`src/rtl/conv_window_fetcher_if.sv`:
```
// conv_window_fetcher_if: bus bundle between the window fetcher, the image
// RAM port and the convolution datapath.
//   ram_*  : single-port RAM (w_en/r_en, address, write data, registered read data)
//   win_*  : 3x3 window handoff (valid/ready, 72-bit pixels, top-left row/col)
//   res_*  : per-window 8-bit result handoff (valid/ready, data)
// master = the fetcher, slave = RAM + datapath side.
interface conv_window_fetcher_if #(
  parameter int ADDR_W = 12
);
  logic              ram_w_en;
  logic              ram_r_en;
  logic [ADDR_W-1:0] ram_address;
  logic [7:0]        ram_data_in;
  logic [7:0]        ram_data_out;

  logic              win_valid;
  logic              win_ready;
  logic [71:0]       win_data;
  logic [7:0]        win_row;
  logic [7:0]        win_col;

  logic              res_valid;
  logic              res_ready;
  logic [7:0]        res_data;

  modport master (
    output ram_w_en, ram_r_en, ram_address, ram_data_in,
    input  ram_data_out,
    output win_valid, win_data, win_row, win_col,
    input  win_ready,
    input  res_valid, res_data,
    output res_ready
  );

  modport slave (
    input  ram_w_en, ram_r_en, ram_address, ram_data_in,
    output ram_data_out,
    input  win_valid, win_data, win_row, win_col,
    output win_ready,
    output res_valid, res_data,
    input  res_ready
  );
endinterface

```
`src/rtl/conv_window_fetcher.sv`:
```
// conv_window_fetcher: sweeps every 3x3 window of a row-major grayscale image
// held in RAM, hands each window to the convolution datapath and writes the
// returned byte to the output region (width IMG_W-2) of the same RAM.
// Ports:
//   clk, rst_n  : clock, async active-low reset
//   start       : begin a sweep (sampled only when idle)
//   busy        : high while a sweep is in progress
//   done        : one-cycle pulse after the last write-back
//   bus         : conv_window_fetcher_if.master (RAM port, window and result handshakes)
// Build option: define WIN_REUSE_EN to keep the two overlapping columns when
// stepping right, so only the three new right-hand pixels are read.
module conv_window_fetcher #(
  parameter int IMG_W    = 32,
  parameter int IMG_H    = 32,
  parameter int ADDR_W   = 12,
  parameter int IN_BASE  = 0,
  parameter int OUT_BASE = 1024
) (
  input  logic                  clk,
  input  logic                  rst_n,
  input  logic                  start,
  output logic                  busy,
  output logic                  done,
  conv_window_fetcher_if.master bus
);

  typedef enum logic [2:0] {
    S_IDLE, S_FETCH, S_PRESENT, S_WAIT_RES, S_WRITE, S_DONE
  } state_t;

  state_t          state, state_nx;
  logic [7:0]      r, c;
  logic [8:0][7:0] slot;        // slot k = dy*3+dx
  logic [7:0]      res_q;
  logic [1:0]      rd_dy, rd_dx; // next read position inside the window
  logic            rd_fin;       // all reads for this window issued
  logic            reuse_win;    // current fetch only reads the dx=2 column
  logic            cap_vld;      // read issued last cycle, data arrives now
  logic [3:0]      cap_k;
  logic [3:0]      rd_k;
  logic            rd_en;
  logic            last_col, last_row;
  logic [31:0]     rd_lin, wr_lin;

  assign last_col = (c == 8'(IMG_W - 3));
  assign last_row = (r == 8'(IMG_H - 3));
  assign rd_k     = {2'b00, rd_dy} * 4'd3 + {2'b00, rd_dx};
  assign rd_en    = (state == S_FETCH) && !rd_fin;

  // Address arithmetic done wide, then truncated to the RAM width.
  assign rd_lin = 32'(IN_BASE) + (32'(r) + 32'(rd_dy)) * 32'(IMG_W) + 32'(c) + 32'(rd_dx);
  assign wr_lin = 32'(OUT_BASE) + 32'(r) * 32'(IMG_W - 2) + 32'(c);

  // Outputs decode straight from state so reset silences them immediately.
  assign bus.ram_r_en    = rd_en;
  assign bus.ram_w_en    = (state == S_WRITE);
  assign bus.ram_address = (state == S_WRITE) ? wr_lin[ADDR_W-1:0] :
                           rd_en              ? rd_lin[ADDR_W-1:0] : '0;
  assign bus.ram_data_in = (state == S_WRITE) ? res_q : 8'h00;
  assign bus.win_valid   = (state == S_PRESENT);
  assign bus.win_data    = slot;
  assign bus.win_row     = r;
  assign bus.win_col     = c;
  assign bus.res_ready   = (state == S_WAIT_RES);
  assign busy            = (state != S_IDLE) && (state != S_DONE);
  assign done            = (state == S_DONE);

  always_ff @(posedge clk or negedge rst_n) begin
    if (!rst_n) state <= S_IDLE;
    else        state <= state_nx;
  end

  always_comb begin
    state_nx = state;
    case (state)
      S_IDLE:     if (start) state_nx = S_FETCH;
      // slot 8 is the last byte in both full and reuse fetch orders
      S_FETCH:    if (cap_vld && cap_k == 4'd8) state_nx = S_PRESENT;
      S_PRESENT:  if (bus.win_ready) state_nx = S_WAIT_RES;
      S_WAIT_RES: if (bus.res_valid) state_nx = S_WRITE;
      S_WRITE:    state_nx = (last_col && last_row) ? S_DONE : S_FETCH;
      S_DONE:     state_nx = S_IDLE;
      default:    state_nx = S_IDLE;
    endcase
  end

  always_ff @(posedge clk or negedge rst_n) begin
    if (!rst_n) begin
      r         <= '0;
      c         <= '0;
      slot      <= '0;
      res_q     <= '0;
      rd_dy     <= '0;
      rd_dx     <= '0;
      rd_fin    <= 1'b0;
      reuse_win <= 1'b0;
      cap_vld   <= 1'b0;
      cap_k     <= '0;
    end else begin
      // one-cycle RAM latency: remember which slot the returning byte fills
      cap_vld <= rd_en;
      cap_k   <= rd_k;
      if (cap_vld) slot[cap_k] <= bus.ram_data_out;

      if (rd_en) begin
        if (rd_dx == 2'd2) begin
          rd_dx  <= reuse_win ? 2'd2 : 2'd0;
          rd_dy  <= rd_dy + 2'd1;
          rd_fin <= (rd_dy == 2'd2);
        end else begin
          rd_dx  <= rd_dx + 2'd1;
        end
      end

      case (state)
        S_IDLE: if (start) begin
          r         <= '0;
          c         <= '0;
          rd_dy     <= '0;
          rd_dx     <= '0;
          rd_fin    <= 1'b0;
          reuse_win <= 1'b0;
        end
        S_WAIT_RES: if (bus.res_valid) res_q <= bus.res_data;
        S_WRITE: begin
          rd_dy  <= '0;
          rd_fin <= 1'b0;
          if (!last_col) begin
            c <= c + 8'd1;
`ifdef WIN_REUSE_EN
            reuse_win <= 1'b1;
            rd_dx     <= 2'd2;
            for (int dy = 0; dy < 3; dy++) begin
              slot[dy*3]   <= slot[dy*3+1];
              slot[dy*3+1] <= slot[dy*3+2];
            end
`else
            reuse_win <= 1'b0;
            rd_dx     <= 2'd0;
`endif
          end else if (!last_row) begin
            c         <= '0;
            r         <= r + 8'd1;
            reuse_win <= 1'b0;
            rd_dx     <= 2'd0;
          end
        end
        default: ;
      endcase
    end
  end

endmodule
```
`src/flat_wrapper.sv`:
```
// flat-port wrapper written by rule: the top's interface ports become plain ports
module conv_window_fetcher_flat 
#(
  parameter int IMG_W    = 32,
  parameter int IMG_H    = 32,
  parameter int ADDR_W   = 12,
  parameter int IN_BASE  = 0,
  parameter int OUT_BASE = 1024
)
  (clk, rst_n, start, busy, done, bus_ram_w_en, bus_ram_r_en, bus_ram_address, bus_ram_data_in, bus_ram_data_out, bus_win_valid, bus_win_data, bus_win_row, bus_win_col, bus_win_ready, bus_res_valid, bus_res_data, bus_res_ready);
  conv_window_fetcher_if #(.ADDR_W(ADDR_W)) bus_i ();
  input  logic clk;
  input  logic rst_n;
  input  logic start;
  output logic busy;
  output logic done;
  output wire logic [$bits(bus_i.ram_w_en)-1:0] bus_ram_w_en;
  output wire logic [$bits(bus_i.ram_r_en)-1:0] bus_ram_r_en;
  output wire logic [$bits(bus_i.ram_address)-1:0] bus_ram_address;
  output wire logic [$bits(bus_i.ram_data_in)-1:0] bus_ram_data_in;
  input wire logic [$bits(bus_i.ram_data_out)-1:0] bus_ram_data_out;
  output wire logic [$bits(bus_i.win_valid)-1:0] bus_win_valid;
  output wire logic [$bits(bus_i.win_data)-1:0] bus_win_data;
  output wire logic [$bits(bus_i.win_row)-1:0] bus_win_row;
  output wire logic [$bits(bus_i.win_col)-1:0] bus_win_col;
  input wire logic [$bits(bus_i.win_ready)-1:0] bus_win_ready;
  input wire logic [$bits(bus_i.res_valid)-1:0] bus_res_valid;
  input wire logic [$bits(bus_i.res_data)-1:0] bus_res_data;
  output wire logic [$bits(bus_i.res_ready)-1:0] bus_res_ready;
  assign bus_ram_w_en = bus_i.ram_w_en;
  assign bus_ram_r_en = bus_i.ram_r_en;
  assign bus_ram_address = bus_i.ram_address;
  assign bus_ram_data_in = bus_i.ram_data_in;
  assign bus_i.ram_data_out = bus_ram_data_out;
  assign bus_win_valid = bus_i.win_valid;
  assign bus_win_data = bus_i.win_data;
  assign bus_win_row = bus_i.win_row;
  assign bus_win_col = bus_i.win_col;
  assign bus_i.win_ready = bus_win_ready;
  assign bus_i.res_valid = bus_res_valid;
  assign bus_i.res_data = bus_res_data;
  assign bus_res_ready = bus_i.res_ready;
  conv_window_fetcher #(.IMG_W(IMG_W), .IMG_H(IMG_H), .ADDR_W(ADDR_W), .IN_BASE(IN_BASE), .OUT_BASE(OUT_BASE)) u_core (.clk(clk), .rst_n(rst_n), .start(start), .busy(busy), .done(done), .bus(bus_i));
endmodule
```
`config.mk`:
```
export PLATFORM = sky130hd
export DESIGN_NAME = conv_window_fetcher_flat
export DESIGN_NICKNAME = d
export VERILOG_FILES = /design/src/rtl/conv_window_fetcher_if.sv /design/src/rtl/conv_window_fetcher.sv /design/src/flat_wrapper.sv
export SDC_FILE = /design/constraint.sdc
export NUM_CORES = 1
export LEC_CHECK = 0
export ABC_AREA = 1
export CORE_MARGIN = 5
export CORE_UTILIZATION = 51
export DETAILED_ROUTE_END_ITERATION = 7
export GPL_TIMING_DRIVEN = 0
export PLACE_DENSITY = 0.91
export SLEW_MARGIN = 20
export SYNTH_ARGS = -nofsm -noshare
export SYNTH_HDL_FRONTEND = slang
export SYNTH_SLANG_ARGS = --single-unit
```
`constraint.sdc`:
```
create_clock -name clk -period 5.5 [get_ports clk]
set_clock_uncertainty 0.1 [all_clocks]
set_input_delay 0.55 -clock clk [delete_from_list [all_inputs] [get_ports clk]]
set_output_delay 0.55 -clock clk [all_outputs]
set_load 0.01 [all_outputs]
```
==> impl_metrics.tcl <==
set metrics [dict create \
    crit_type "flop to output pin" \
    clockRootBuffer "clkbuf_16" \
    ir_drop_uv 188 \
    num_rows 40 \
    cts-buffers-inserted 9 \
    grt_antenna_before_repair 0 \
    grt_setup_unrepaired "false" \
    cts_sinks 109 \
    cts_tree "yes" \
    pwr-share-seq_pct 37.8 \
    r2r-start "u_core.bus.win_row[5]" \
    syn_area_um2 6160 \
    p_int_uw 2140 \
    finalCritPeriodShare_pct 94.4 \
    endpoint "bus_ram_address[11]" \
    viasPerCell 5.48 \
    ios 135 \
    wl_met2_mm 8.51 \
    die_h_um 120 \
    first_global_vias 5484 \
    synth_seq_area_share_pct 44.2 \
    wl_met3_mm 1.18 \
    worst_pin_slew_ns 0.588 \
    h-tree-depth 3 \
    synthCells 723 \
    hpwlAfterDp_mm 12.5 \
    insertion_delay_ns 0.36 \
    grt_use_total_pct 23.5 \
    ys_ff_latch 109 \
    wl_per_cell_um 16.4 \
    drc_errors 0 \
    cp-start-kind "flop" \
    dieWidth_um 120 \
    combPwrFrac_pct 43.5 \
    grt_pass1_wl_mm 27.2 \
    r2r_cells 8 \
    dieArea_um2 14400 \
    core_um2 11900 \
    worst_setup_path_end_kind "output pin" \
    port_buffers 134 \
    r2r_slack_ns 3.13 \
    status "complete, no violations" \
    crit_path_top_delay_cell "clkdlybuf4s50_1" \
    crit_path_max_incr_delay_ns 0.53 \
    yosys-top-cells-area "dfrtp_1 44%, nand2_1 9.8%, ha_1 8.3%, o21ai_0 6.7%, fa_1 5.8%" \
    synth_top_area_cell "dfrtp_1" \
    switchingPower_uw 1320 \
    drt-initial-drc-count 591 \
    r2r-end "u_core.bus.win_row[0]" \
    route.vias.total 5640 \
    cp_num_buf_inv 4 \
    grt.overflow.total 0 \
    startpoint "u_core.bus.win_row[1]" \
    yosysWarningCount 0 \
    power.total_uw 3470 \
    wl_mm 16.8 \
    ant_nets 0 \
    maxSlewHeadroom_pct 60.8 \
    crit_arrival_ns 4.54 \
    ys_types 35 \
    wl_met1_mm 6.69 \
    start_util_pct 51.8 \
    maxCapViolations 0 \
    drive_gt1_share_pct 5.22 \
    finalSetupTns_ns 0 \
    critPathTopFamily "adder cells" \
    clock.fmax_mhz 193 \
    gp_congestion 0.902 \
    finalHoldViolations 0 \
    critical_path.max_fanout 5 \
    synthesis.nets 803 \
    period_needed_ns 5.19 \
    path_depth 21 \
    n_antenna_cell 0 \
    routed.top_layer "met4" \
    drtPass1Iterations 5 \
    switching_share_pct 38.2 \
    synth_flop_cell "dfrtp_1" \
    nets 957 \
    synth_edf_count 0 \
    synth_area_per_cell_um2 8.53 \
    netlist.area_leader.share_pct 44.2 \
    power_density_nw_per_um2 427 \
    clkPwrFrac_pct 18.7 \
    grt_max_degree 82 \
    power.leakage_uw 0.00398 \
    cts_max_path_buffers 2 \
    hold_class "flop to flop" \
    cp.required_ns 4.85 \
    setup_viol 0 \
    async_flop_share_pct 100 \
    timing.critical_path.mode_cell "nand2_1" \
    crit_chain "inv_1 > fa_1 > fa_1 > inv_1 > ha_1 > nand2_1 > inv_1 > nand2_1 > nand3_1 > xor2_2 > ha_1 > a21oi_1 > nand3_1 > nand2_1 > nand2_1 > nand3_1 > nand2_1 > nand2_1 > nand3_1 > nand2_1 > clkdlybuf4s50_1" \
    maxSlewViolCount 0 \
    clkTransAtPathRegs_ns 0.08 \
    area_growth_syn_to_layout_pct 31.7 \
]
metal layers:
metal  GRT usage [%]  vias to the layer above
met2            40.7                      242
met4            8.59                        0
met5               0                        -
met3            5.00                       37
li1                -                     2658
met1            28.8                     2703
repair_timing:
item | CTS | global route
gates resized for setup | 0 | 9
setup buffers | 0 | 7
endpoints found under the hold margin | 28 | 0
setup endpoints to repair | 0 | 4
hold buffers | 1 | 0
Yosys cell counts, types with 3 or more instances:
| library cell | number |
|---|---|
| nand2_1 | 161 |
| dfrtp_1 | 109 |
| inv_1 | 86 |
| o21ai_0 | 82 |
| nor2_1 | 59 |
| ha_1 | 41 |
| a21oi_1 | 38 |
| nand3_1 | 35 |
| fa_1 | 18 |
| xor2_1 | 16 |
| clkbuf_1 | 15 |
| nand4_1 | 10 |
| o21ai_1 | 7 |
| nor3_1 | 6 |
| inv_2 | 4 |
| o22ai_1 | 4 |
| xnor2_1 | 4 |
| nand3b_1 | 3 |
| o21a_1 | 3 |
per-stage QoR:
stage | std cells | utilization, % | worst slack (ns) | area (um2) | hold slack (ns)
after floorplan | 723 | - | 1.30 | 6160 | 0.154
after global placement | 1004 | 64.6 | -0.169 | 7690 | 0.365
after detailed placement | 1005 | 64.8 | 0.418 | 7720 | 0.343
after CTS | 1022 | 67.4 | 0.0130 | 8030 | 0.391
after global routing | 1029 | 68.1 | 0.00516 | 8120 | 0.415
final | 1029 | 68.1 | 0.308 | 8120 | 0.387
registers in the layout (all words and copies together), names as in the netlist:
signal and flops:
u_core.res_q 8, u_core.rd_dx 2, u_core.rd_dy 2, u_core.state 3, u_core.bus.win_row 8, u_core.cap_vld 1, u_core.cap_k 4, u_core.bus.win_col 8
u_core.bus.win_data 72, u_core.rd_fin 1
cell type report:
cell class / count / area [um2]
Fill cell: 893 / 3790
Multi-Input combinational cell: 508 / 3060
Sequential cell: 109 / 2730
Timing Repair Buffer: 143 / 1430
Inverter: 90 / 342
Clock buffer: 9 / 225
Tap cell: 147 / 184
Clock inverter: 7 / 77.6
Buffer: 16 / 67.6
worst min-delay path, delay by kind of cell (launching register included):
kind / cells / cell delay [ns]
and+or+nand+nor: 1 / 0.05
DFF: 1 / 0.34
AOI/OAI and AO/OA: 1 / 0.06
power groups by stage:
stage | registers [uW] | clock network (uW) | logic [uW]
detailed placement | 1310 | 0 | 1480
global placement | 1300 | 0 | 1420
CTS | 1300 | 659 | 1510
global route | 1350 | 689 | 1660
floorplan | 1380 | 0 | 612
finish | 1310 | 648 | 1510
cells by family after synthesis:
kind of cell,after synthesis,share of synthesized area (%)
simple gates,281,19.2
compound gates,148,13.0
flops,109,44.2
buf+inv,106,6.58
fa+ha+maj,59,14.2
xor+xnor,20,2.84
placed cells by master, fill, tap and decap left out, types with 6 or more instances in the layout:
cell type        synthesis  final
nand2_1                161    161
clkdlybuf4s50_1          0    133
dfrtp_1                109    105
inv_1                   86     84
o21ai_0                 82     82
nor2_1                  59     59
ha_1                    41     40
a21oi_1                 38     37
nand3_1                 35     35
fa_1                    18     18
clkbuf_1                15     15
xor2_1                  16     15
nand4_1                 10     10
clkbuf_16                0      9
o21ai_1                  7      7
buf_4                    0      7
nor3_1                   6      6
how the worst min path moves through the flow:
| stage | startpoint | to | depth (start not counted) |
|---|---|---|---|
| 2_1_floorplan | rst_n | u_core.bus.win_col[0] | 0 |
| 3_3_place_gp | u_core.bus.win_data[12] | u_core.bus.win_data[12] | 2 |
| 3_5_place_dp | rst_n | u_core.bus.win_data[10] | 1 |
| 4_1_cts | u_core.bus.win_data[39] | u_core.bus.win_data[39] | 2 |
| 5_1_grt | u_core.bus.win_data[57] | u_core.bus.win_data[57] | 2 |
| 6_report | u_core.bus.win_data[58] | u_core.bus.win_data[58] | 2 |
Note: power is estimated with default switching activity, not from simulation.
